### src/rtl/exe_if.sv
// exe_if -- bus between the decode side and the execute stage.
//
// Carries the decoded instruction into the E pipeline register and the
// execute results toward the M pipeline register.
//
//   master : decode/memory side (drives d_*, observes E_*, e_*, cc)
//   slave  : exe_stage (observes d_*, drives E_*, e_*, cc)
//
// Signals:
//   d_stat[2:0]   decode status (1 AOK, 2 HLT, 3 ADR, 4 INS)
//   d_icode/ifun  decoded instruction
//   d_valA/B/C    operands, W bits
//   d_dstE/dstM   destination registers (0xF = none)
//   E_stat        registered status
//   E_icode/ifun  registered instruction
//   E_valA        registered valA (passed to M)
//   E_dstM        registered dstM
//   e_valE        ALU result (combinational)
//   e_dstE        effective dstE (0xF when a cmov is not taken)
//   e_cnd         condition result
//   cc            {ZF,SF,OF} condition-code register
interface exe_if #(
    parameter int W = 32
);
    logic [2:0]   d_stat;
    logic [3:0]   d_icode;
    logic [3:0]   d_ifun;
    logic [W-1:0] d_valA;
    logic [W-1:0] d_valB;
    logic [W-1:0] d_valC;
    logic [3:0]   d_dstE;
    logic [3:0]   d_dstM;

    logic [2:0]   E_stat;
    logic [3:0]   E_icode;
    logic [3:0]   E_ifun;
    logic [W-1:0] E_valA;
    logic [3:0]   E_dstM;
    logic [W-1:0] e_valE;
    logic [3:0]   e_dstE;
    logic         e_cnd;
    logic [2:0]   cc;

    modport master (
        output d_stat, d_icode, d_ifun, d_valA, d_valB, d_valC, d_dstE, d_dstM,
        input  E_stat, E_icode, E_ifun, E_valA, E_dstM, e_valE, e_dstE, e_cnd, cc
    );

    modport slave (
        input  d_stat, d_icode, d_ifun, d_valA, d_valB, d_valC, d_dstE, d_dstM,
        output E_stat, E_icode, E_ifun, E_valA, E_dstM, e_valE, e_dstE, e_cnd, cc
    );
endinterface

### src/rtl/exe_stage.sv
// exe_stage -- execute stage of a pipelined Y86-64 datapath (W-bit variant).
//
// Holds the E pipeline register loaded from decode, selects ALU operands and
// function, owns the {ZF,SF,OF} condition-code register and evaluates the
// jXX / cmovXX condition. Results feed the M pipeline register.
//
// Ports:
//   clk       rising-edge clock
//   rst_n     asynchronous active-low reset (E <- bubble, cc <- 3'b100)
//   e_stall   hold the E register (and suppress the cc write)
//   e_bubble  load a nop bubble into E (wins over e_stall)
//   m_exc     exception present in the M stage
//   w_exc     exception present in the W stage
//   bus       exe_if.slave: d_* in, E_* / e_* / cc out
//
// Build option:
//   EXE_EXC_CC_GATE_EN  when defined, the cc write also requires no exception
//                       in M or W and an AOK status in E, so an instruction
//                       behind a faulting one cannot alter the flags. When
//                       undefined, m_exc / w_exc are ignored.
//
// No handshake: the stage advances every cycle unless stalled or bubbled.
module exe_stage #(
    parameter int W = 32
) (
    input  logic   clk,
    input  logic   rst_n,
    input  logic   e_stall,
    input  logic   e_bubble,
    input  logic   m_exc,
    input  logic   w_exc,
    exe_if.slave   bus
);

    // Instruction codes
    localparam logic [3:0] I_NOP    = 4'h1;
    localparam logic [3:0] I_RRMOVQ = 4'h2;   // also cmovXX
    localparam logic [3:0] I_IRMOVQ = 4'h3;
    localparam logic [3:0] I_RMMOVQ = 4'h4;
    localparam logic [3:0] I_MRMOVQ = 4'h5;
    localparam logic [3:0] I_OPQ    = 4'h6;
    localparam logic [3:0] I_JXX    = 4'h7;
    localparam logic [3:0] I_CALL   = 4'h8;
    localparam logic [3:0] I_RET    = 4'h9;
    localparam logic [3:0] I_PUSHQ  = 4'hA;
    localparam logic [3:0] I_POPQ   = 4'hB;

    localparam logic [3:0] R_NONE   = 4'hF;
    localparam logic [2:0] S_AOK    = 3'd1;

    // Stack-pointer adjust constants
    localparam logic [W-1:0] NEG8 = {{(W-4){1'b1}}, 4'b1000};
    localparam logic [W-1:0] POS8 = W'(8);

    // ------------------------------------------------------------------
    // E pipeline register
    // ------------------------------------------------------------------
    logic [2:0]   stat_q,  stat_d;
    logic [3:0]   icode_q, icode_d;
    logic [3:0]   ifun_q,  ifun_d;
    logic [W-1:0] valA_q,  valA_d;
    logic [W-1:0] valB_q,  valB_d;
    logic [W-1:0] valC_q,  valC_d;
    logic [3:0]   dstE_q,  dstE_d;
    logic [3:0]   dstM_q,  dstM_d;

    always_comb begin
        stat_d  = stat_q;
        icode_d = icode_q;
        ifun_d  = ifun_q;
        valA_d  = valA_q;
        valB_d  = valB_q;
        valC_d  = valC_q;
        dstE_d  = dstE_q;
        dstM_d  = dstM_q;
        if (e_bubble) begin
            stat_d  = S_AOK;
            icode_d = I_NOP;
            ifun_d  = 4'h0;
            valA_d  = '0;
            valB_d  = '0;
            valC_d  = '0;
            dstE_d  = R_NONE;
            dstM_d  = R_NONE;
        end else if (!e_stall) begin
            stat_d  = bus.d_stat;
            icode_d = bus.d_icode;
            ifun_d  = bus.d_ifun;
            valA_d  = bus.d_valA;
            valB_d  = bus.d_valB;
            valC_d  = bus.d_valC;
            dstE_d  = bus.d_dstE;
            dstM_d  = bus.d_dstM;
        end
    end

    always_ff @(posedge clk or negedge rst_n) begin
        if (!rst_n) begin
            stat_q  <= S_AOK;
            icode_q <= I_NOP;
            ifun_q  <= 4'h0;
            valA_q  <= '0;
            valB_q  <= '0;
            valC_q  <= '0;
            dstE_q  <= R_NONE;
            dstM_q  <= R_NONE;
        end else begin
            stat_q  <= stat_d;
            icode_q <= icode_d;
            ifun_q  <= ifun_d;
            valA_q  <= valA_d;
            valB_q  <= valB_d;
            valC_q  <= valC_d;
            dstE_q  <= dstE_d;
            dstM_q  <= dstM_d;
        end
    end

    // ------------------------------------------------------------------
    // ALU operand selection
    // ------------------------------------------------------------------
    logic [W-1:0] alu_a;
    logic [W-1:0] alu_b;

    always_comb begin
        alu_a = '0;
        case (icode_q)
            I_RRMOVQ, I_OPQ:             alu_a = valA_q;
            I_IRMOVQ, I_RMMOVQ, I_MRMOVQ: alu_a = valC_q;
            I_CALL, I_PUSHQ:             alu_a = NEG8;
            I_RET, I_POPQ:               alu_a = POS8;
            default:                     alu_a = '0;
        endcase
    end

    always_comb begin
        alu_b = '0;
        case (icode_q)
            I_RMMOVQ, I_MRMOVQ, I_OPQ, I_CALL,
            I_RET, I_PUSHQ, I_POPQ:      alu_b = valB_q;
            default:                     alu_b = '0;
        endcase
    end

    // ------------------------------------------------------------------
    // ALU and flag generation
    // ------------------------------------------------------------------
    logic [W-1:0] sum_w;
    logic [W-1:0] diff_w;
    logic [W-1:0] alu_r;
    logic         alu_of;
    logic         alu_zf;
    logic         alu_sf;

    assign sum_w  = alu_b + alu_a;
    assign diff_w = alu_b - alu_a;

    always_comb begin
        alu_r  = sum_w;
        alu_of = (alu_a[W-1] == alu_b[W-1]) && (sum_w[W-1] != alu_b[W-1]);
        if (icode_q == I_OPQ) begin
            case (ifun_q)
                4'h0: begin
                    alu_r  = sum_w;
                    alu_of = (alu_a[W-1] == alu_b[W-1]) && (sum_w[W-1] != alu_b[W-1]);
                end
                4'h1: begin
                    alu_r  = diff_w;
                    alu_of = (alu_a[W-1] != alu_b[W-1]) && (diff_w[W-1] != alu_b[W-1]);
                end
                4'h2: begin
                    alu_r  = alu_b & alu_a;
                    alu_of = 1'b0;
                end
                4'h3: begin
                    alu_r  = alu_b ^ alu_a;
                    alu_of = 1'b0;
                end
                default: begin
                    // Undefined OPq function: zero result, flags follow from it
                    alu_r  = '0;
                    alu_of = 1'b0;
                end
            endcase
        end
    end

    assign alu_zf = (alu_r == '0);
    assign alu_sf = alu_r[W-1];

    // ------------------------------------------------------------------
    // Condition-code register {ZF,SF,OF}
    // ------------------------------------------------------------------
    logic [2:0] cc_q, cc_d;
    logic       cc_we;

`ifdef EXE_EXC_CC_GATE_EN
    // A faulting instruction further down the pipe freezes the flags.
    assign cc_we = (icode_q == I_OPQ) && !e_stall &&
                   !m_exc && !w_exc && (stat_q == S_AOK);
`else
    logic unused_exc;
    assign unused_exc = m_exc | w_exc;
    assign cc_we = (icode_q == I_OPQ) && !e_stall;
`endif

    assign cc_d = cc_we ? {alu_zf, alu_sf, alu_of} : cc_q;

    always_ff @(posedge clk or negedge rst_n) begin
        if (!rst_n) begin
            cc_q <= 3'b100;
        end else begin
            cc_q <= cc_d;
        end
    end

    // ------------------------------------------------------------------
    // Condition evaluation from the current (registered) flags
    // ------------------------------------------------------------------
    logic zf, sf, of;
    logic cond;

    assign {zf, sf, of} = cc_q;

    always_comb begin
        cond = 1'b0;
        case (ifun_q)
            4'h0: cond = 1'b1;
            4'h1: cond = (sf ^ of) | zf;
            4'h2: cond = sf ^ of;
            4'h3: cond = zf;
            4'h4: cond = !zf;
            4'h5: cond = !(sf ^ of);
            4'h6: cond = !(sf ^ of) && !zf;
            default: cond = 1'b0;
        endcase
    end

    logic e_cnd_w;
    assign e_cnd_w = ((icode_q == I_RRMOVQ) || (icode_q == I_JXX)) ? cond : 1'b0;

    // ------------------------------------------------------------------
    // Outputs
    // ------------------------------------------------------------------
    assign bus.E_stat  = stat_q;
    assign bus.E_icode = icode_q;
    assign bus.E_ifun  = ifun_q;
    assign bus.E_valA  = valA_q;
    assign bus.E_dstM  = dstM_q;
    assign bus.e_valE  = alu_r;
    assign bus.e_cnd   = e_cnd_w;
    // A cmov that is not taken must not write its destination.
    assign bus.e_dstE  = ((icode_q == I_RRMOVQ) && !e_cnd_w) ? R_NONE : dstE_q;
    assign bus.cc      = cc_q;

endmodule

### src/flat_wrapper.sv
// flat-port wrapper written by rule: the top's interface ports become plain ports
module exe_stage_flat 
#(
    parameter int W = 32
)
  (clk, rst_n, e_stall, e_bubble, m_exc, w_exc, bus_d_stat, bus_d_icode, bus_d_ifun, bus_d_valA, bus_d_valB, bus_d_valC, bus_d_dstE, bus_d_dstM, bus_E_stat, bus_E_icode, bus_E_ifun, bus_E_valA, bus_E_dstM, bus_e_valE, bus_e_dstE, bus_e_cnd, bus_cc);
  exe_if #(.W(W)) bus_i ();
  input  logic clk;
  input  logic rst_n;
  input  logic e_stall;
  input  logic e_bubble;
  input  logic m_exc;
  input  logic w_exc;
  input wire logic [$bits(bus_i.d_stat)-1:0] bus_d_stat;
  input wire logic [$bits(bus_i.d_icode)-1:0] bus_d_icode;
  input wire logic [$bits(bus_i.d_ifun)-1:0] bus_d_ifun;
  input wire logic [$bits(bus_i.d_valA)-1:0] bus_d_valA;
  input wire logic [$bits(bus_i.d_valB)-1:0] bus_d_valB;
  input wire logic [$bits(bus_i.d_valC)-1:0] bus_d_valC;
  input wire logic [$bits(bus_i.d_dstE)-1:0] bus_d_dstE;
  input wire logic [$bits(bus_i.d_dstM)-1:0] bus_d_dstM;
  output wire logic [$bits(bus_i.E_stat)-1:0] bus_E_stat;
  output wire logic [$bits(bus_i.E_icode)-1:0] bus_E_icode;
  output wire logic [$bits(bus_i.E_ifun)-1:0] bus_E_ifun;
  output wire logic [$bits(bus_i.E_valA)-1:0] bus_E_valA;
  output wire logic [$bits(bus_i.E_dstM)-1:0] bus_E_dstM;
  output wire logic [$bits(bus_i.e_valE)-1:0] bus_e_valE;
  output wire logic [$bits(bus_i.e_dstE)-1:0] bus_e_dstE;
  output wire logic [$bits(bus_i.e_cnd)-1:0] bus_e_cnd;
  output wire logic [$bits(bus_i.cc)-1:0] bus_cc;
  assign bus_i.d_stat = bus_d_stat;
  assign bus_i.d_icode = bus_d_icode;
  assign bus_i.d_ifun = bus_d_ifun;
  assign bus_i.d_valA = bus_d_valA;
  assign bus_i.d_valB = bus_d_valB;
  assign bus_i.d_valC = bus_d_valC;
  assign bus_i.d_dstE = bus_d_dstE;
  assign bus_i.d_dstM = bus_d_dstM;
  assign bus_E_stat = bus_i.E_stat;
  assign bus_E_icode = bus_i.E_icode;
  assign bus_E_ifun = bus_i.E_ifun;
  assign bus_E_valA = bus_i.E_valA;
  assign bus_E_dstM = bus_i.E_dstM;
  assign bus_e_valE = bus_i.e_valE;
  assign bus_e_dstE = bus_i.e_dstE;
  assign bus_e_cnd = bus_i.e_cnd;
  assign bus_cc = bus_i.cc;
  exe_stage #(.W(W)) u_core (.clk(clk), .rst_n(rst_n), .e_stall(e_stall), .e_bubble(e_bubble), .m_exc(m_exc), .w_exc(w_exc), .bus(bus_i));
endmodule
### config.mk
export PLATFORM = sky130hd
export DESIGN_NAME = exe_stage_flat
export DESIGN_NICKNAME = d
export VERILOG_FILES = /design/src/rtl/exe_if.sv /design/src/rtl/exe_stage.sv /design/src/flat_wrapper.sv
export SDC_FILE = /design/constraint.sdc
export NUM_CORES = 1
export LEC_CHECK = 0
export BUFFER_PORTS_ARGS = -buffer_cell sky130_fd_sc_hd__buf_2
export CAP_MARGIN = 20
export CORE_UTILIZATION = 30
export DETAILED_ROUTE_END_ITERATION = 8
export SLEW_MARGIN = 20
export SYNTH_ARGS = -nofsm -noshare
export SYNTH_HDL_FRONTEND = slang
export SYNTH_SLANG_ARGS = --single-unit
export TNS_END_PERCENT = 5
### constraint.sdc
create_clock -name clk -period 8.1 [get_ports clk]
set_clock_uncertainty 0.1 [all_clocks]
set_input_delay 0.81 -clock clk [delete_from_list [all_inputs] [get_ports clk]]
set_output_delay 0.81 -clock clk [all_outputs]
set_load 0.05 [all_outputs]
Word level (Yosys, flattened, before mapping)
Cells that the tools add are included.
Operators by class
  reduce and logical (&&, ||, !) cells: 17
  mux-type cells: 25
  bitwise operators: 4
  eq/ne operators: 21
  add/subtract/negate cells: 2
Operators by type and width (number)
  2-to-1 mux 32 bit: 8
  one-hot mux 32 bit (4 select lines): 2
  2-to-1 mux 4 bit: 9
  adder 32 bit: 1
  bitwise AND 32 bit: 1
  logical NOT 32 bit: 1
  subtractor 32 bit: 1
  bitwise XOR 32 bit: 1
  equality test 4 x 3 -> 1 bit, second input constant: 7
  equality test 4 x 2 -> 1 bit, second input constant: 4
  equality test 4 bit, second input constant: 4
  one-hot mux 1 bit (7 select lines): 1
  OR reduction 7 bit: 1
  2-to-1 mux 3 bit: 2
  OR reduction 2 bit: 3
  logical AND 1 bit: 5
  equality test 4 x 1 -> 1 bit, second input constant: 1
  logical NOT 1 bit: 4
  logical NOT 4 bit: 1
  != test 1 bit: 3
  OR reduction 3 bit: 1
  2-to-1 mux 1 bit: 2
  != test 2 x 1 -> 1 bit, second input constant: 1
  one-hot mux 1 bit (2 select lines): 1
  other kinds (4): 4
Storage, ports and cells
  output and inout bits: 87
  bits of input ports: 121
  logic and storage cells: 78
  flip-flop bits (word level): 118

Longest topological paths before layout
  depth in word-level cells: 8
  mapped depth: 20
  depth with buffers taken out: 19

Least setup slack after synthesis
No wires, ideal clock.
  path kind: register -> register
  from: reg u_core.icode_q[0] (netlist: u_core.bus.E_icode[0])
  to: reg u_core.cc_q[2] (netlist: u_core.bus.cc[2])
  arrival: 6.437 ns
  setup slack: 1.464 ns
  cell stages (with the launch flop): 21
  path buffers: 2
  required time: 7.900 ns
  setup time: 0.100 ns
  cell sequence: dfstp_2 -> buf_4 -> nand2_1 -> mux2_2 -> nor2_1 -> clkbuf_1 -> a22o_1 -> ha_1 -> inv_1 -> fa_1 -> o21ba_1 -> or4_1 -> and4_4 -> nor3_2 -> o32ai_1 -> or4b_1 -> or4_1 -> or4_1 -> or4_1 -> or4_1 -> o41ai_2
Between the ends
  longest elaborated chain between the ends: 7
Ends and longest elaborated chain
  start, declared: RTL line exe_stage.sv:59  | logic [3:0] icode_q, icode_d;
  start signal, assigned: RTL line exe_stage.sv:109  | icode_q <= icode_d;
  equality test 4 x 2 -> 1 bit (tied with other cells): RTL line exe_stage.sv:127  | case (icode_q)
  OR reduction 3 bit (tied with other cells): RTL line exe_stage.sv:127
  one-hot mux 32 bit (4 select lines) / 2-to-1 mux 32 bit (equally long branches): RTL line exe_stage.sv:127, exe_stage.sv:138
  subtractor 32 bit (tied with other cells): RTL line exe_stage.sv:156  | assign diff_w = alu_b - alu_a;
  one-hot mux 32 bit (4 select lines): RTL line exe_stage.sv:162  | case (ifun_q)
  2-to-1 mux 32 bit *: RTL line exe_stage.sv:161  | if (icode_q == I_OPQ) begin
  named net bus_e_valE[6]: RTL line flat_wrapper.sv:27  | output wire logic [$bits(bus_i.e_valE)-1:0] bus_e_valE;
  logical NOT 32 bit *: RTL line exe_stage.sv:188  | assign alu_zf = (alu_r == '0);
  end signal, assigned: RTL line exe_stage.sv:211  | cc_q <= 3'b100;
  end signal, assigned: RTL line exe_stage.sv:213  | cc_q <= cc_d;
  end, declared: RTL line exe_stage.sv:194  | logic [2:0] cc_q, cc_d;
The timed path passes the listed nets; every way through them passes the cells marked *.
A chain may end at the register's enable or synchronous reset.

Worst setup path after layout
  from: reg u_core.icode_q[0] (netlist: u_core.bus.E_icode[0])
  to: out bus_e_valE[31]
Between the ends
  longest elaborated chain between the ends: 6
Ends and longest elaborated chain (RTL line)
  equality test 4 x 2 -> 1 bit (tied with other cells): exe_stage.sv:127
  OR reduction 3 bit (tied with other cells): exe_stage.sv:127
  one-hot mux 32 bit (4 select lines) / 2-to-1 mux 32 bit (equally long branches): exe_stage.sv:127, exe_stage.sv:138
  subtractor 32 bit (tied with other cells): exe_stage.sv:156
  one-hot mux 32 bit (4 select lines): exe_stage.sv:162
  2-to-1 mux 32 bit *: exe_stage.sv:161
  end, declared: flat_wrapper.sv:27
Every way passes the cells marked *; elsewhere a longest branch is shown, timed or not.

==> results.json <==
{
  "n_fill_cell": 3621,
  "setup_tns_ns": 0,
  "cts.sinks": 118,
  "start_util_pct": 30.4,
  "dp.final_hpwl_um": 29700,
  "n_antenna_cell": 0,
  "vias_per_cell": 5.64,
  "crit_required_ns": 7.19,
  "finalSetupViolCount": 0,
  "synth_edf_count": 0,
  "period_needed_ns": 7.06,
  "p_int_w": 0.00133,
  "grt_pass1_wl_um": 59800,
  "irDropWorstVdd_v": 0.000111,
  "synth_nets": 1463,
  "drtPass1Iterations": 6,
  "cts_buffer_depth": 2,
  "p_leak_nw": 6.26,
  "fin_crit_sh_pct": 87.2,
  "sw_frac_of_total_pct": 36.9,
  "grt_max_degree": 84,
  "die-area_sq_mm": 0.0357,
  "wl_per_cell_um": 20.6,
  "synthToLayoutAreaGrowth_pct": 19.2,
  "grtUsageTotal_pct": 21.7,
  "combPwrFrac_pct": 30.5,
  "drt-total-wl_um": 39100,
  "synthTopCellsByArea": "dfrtp_1, mux2i_1, ha_1",
  "place.port_buffers": 205,
  "power_density_mw_per_mm2": 168,
  "yosysWarnings": 0,
  "synth_top_area_share_pct": 25.6,
  "grt_overflow": 0,
  "synth.most_common_cell": "nor2_1",
  "synth_area_leader_cell": "dfrtp_1",
  "layout.nets": 1618,
  "cts_hold_buf": 0,
  "critical_path_class": "reg2out",
  "status": "finished, final reports clean",
  "slew_headroom_pct": 28.9,
  "p_clk_share_pct": 38.5,
  "p_switching_w": 0.000775,
  "die_h_um": 189,
  "drive_above_1_share_pct": 21.0,
  "slew_violations": 0,
  "worst_slew_pin_slew_ns": 1.06,
  "final_util_pct": 36.2,
  "yosysSeqAreaShare_pct": 28.3,
  "vias": 10690,
  "startpoint_type": "flip-flop",
  "hold_path.class": "in2async",
  "seqPwrFrac_pct": 31.0,
  "drc": 0,
  "synth-async-reset-ratio_pct": 100,
  "rows": 68,
  "ant_nets": 0,
  "cts_buffers": 17,
  "cts_resized": 0,
  "coreArea_sq_mm": 0.0345,
  "grt_setup_unrepaired": "no",
  "cts_tree": "built",
  "hold_viol_final": 0,
  "max_cap_viol_count": 0,
  "io_pins": 208,
  "synth.distinct_cells": 90,
  "hold_ws_ns": 0.308,
  "syn_inst": 1272,
  "syn_area_per_cell_sq_um": 8.23,
  "gp_congestion": 0.958,
  "postCtsSetupRepairBufs": 0,
  "h-tree-depth": 4,
  "max_freq_ghz": 0.142,
  "clk_pin_slew_worst_paths_ns": 0.07,
  "crit_path_end_kind": "output pin",
  "drt_iter0_markers": 869,
  "synth.ff_latch_count": 118,
  "yosys_most_used_dff": "dfrtp_1",
  "die_x_um": 189,
  "grt_pass1_vias": 9964,
  "cp_data_arrival_time_ns": 6.15,
  "cts-root-buf": "clkbuf_16",
  "synth_common_cells": "nor2_1, mux2i_1, dfrtp_1, a21oi_1, clkbuf_1",
  "clk_latency_ns": 0.44,
  "syn_area_sq_mm": 0.0105,
  "antenna_found_initial": 1,
  "path_max_fanout": 16
}
==> power by group through the flow <==
stage	registers, W	logic, W	clock network (W)
detailed placement	0.000662	0.000632	0
floorplan	0.000701	0.000398	0
global route	0.000656	0.000689	0.000846
global placement	0.000660	0.000630	0
finish	0.000651	0.000642	0.000809
CTS	0.000652	0.000635	0.000824
==> cell families after synthesis <==
family	share of synthesized area [%]
adder cells (fa/ha/maj)	8.51
AO/OA/AOI/OAI	22.8
flip-flops	28.3
XOR/XNOR	2.34
buffers and inverters	5.95
multiplexers	10.8
AND/OR/NAND/NOR	21.2
==> flip-flops by register name, indices dropped and copies added, names as in the netlist <==
signal	count
u_core.bus.E_valA	32
u_core.valB_q	32
u_core.valC_q	32
u_core.bus.E_dstM	4
u_core.bus.E_icode	4
u_core.bus.E_ifun	4
u_core.dstE_q	4
u_core.bus.E_stat	3
u_core.bus.cc	3
==> layer usage <==
layer | global-route usage, % | vias to the layer above | part of all wire [%]
met5 | 0 | - | 0.026
met4 | 6.82 | 2 | 2.6
met3 | 3.93 | 68 | 6.8
met2 | 33.6 | 467 | 45
met1 | 30.3 | 5219 | 46
li1 | - | 4934 | -
==> through the flow <==
stage,instances,area (sq um),total power [W],worst slack [ns]
6_report,1895,12500,0.00210,1.04
2_1_floorplan,1272,10500,0.00110,1.46
3_5_place_dp,1863,11900,0.00129,1.31
5_1_grt,1895,12500,0.00219,0.653
4_1_cts,1895,12500,0.00211,1.10
3_3_place_gp,1863,11900,0.00129,1.42
==> area by class of cell <==
cell class,count,area (sq um),share of cell area (%)
Clock inverter,14,175,1.40
Timing Repair Buffer,224,1180,9.45
Tap cell,455,569,4.56
Inverter,66,248,1.98
Clock buffer,18,439,3.52
Sequential cell,118,2970,23.8
Multi-Input combinational cell,1000,6910,55.3
==> path summary, 6_finish.rpt <==
check / from / end / slack [ns] / cells past startpoint
max: u_core.bus.E_icode[0] / bus_e_valE[31] / 1.04 / 17
min: rst_n / u_core.valB_q[15] / 0.31 / 1
max reg2reg: u_core.bus.E_icode[0] / u_core.bus.cc[2] / 1.25 / 18
min reg2reg: u_core.valB_q[29] / u_core.valB_q[29] / 0.41 / 2
max in group asynchronous: rst_n / u_core.valC_q[30] / 6.19 / 2
min in group clk: u_core.valB_q[29] / u_core.valB_q[29] / 0.41 / 2
==> cells in the final DEF, fill, tap and decap left out, types with 11 or more instances in the layout <==
cell type and count:
buf_2 202, nor2_1 191, mux2i_1 110, dfrtp_1 107, a21oi_1 74, ha_1 68
inv_1 66, nand2_1 60, nor2b_1 52, o21ai_0 50, a221oi_1 32, nor3_1 26
buf_4 21, nand3_1 19, xnor2_1 19, o211ai_1 18, clkbuf_16 17, o31ai_1 13
a211o_1 13, or4_1 12, a21o_1 12, a31oi_1 12, or2_2 11, nand4_1 11
o22ai_1 11, dfstp_2 11
==> critical path, cell delays in order (launching register included) <==
cell and delay (ns):
dfstp_2 0.65, nand2_1 0.11, mux2_2 0.29, nor2_2 0.53, buf_4 0.35, a221oi_1 0.25
ha_1 0.58, nor2b_1 0.14, o311a_1 0.32, or4_1 0.42, a311oi_1 0.28, o211ai_1 0.36
a21oi_1 0.38, o21bai_1 0.19, o221ai_1 0.24, o31ai_1 0.14, nand2_1 0.18, buf_2 0.30
Power figures use the tool's default switching activity.
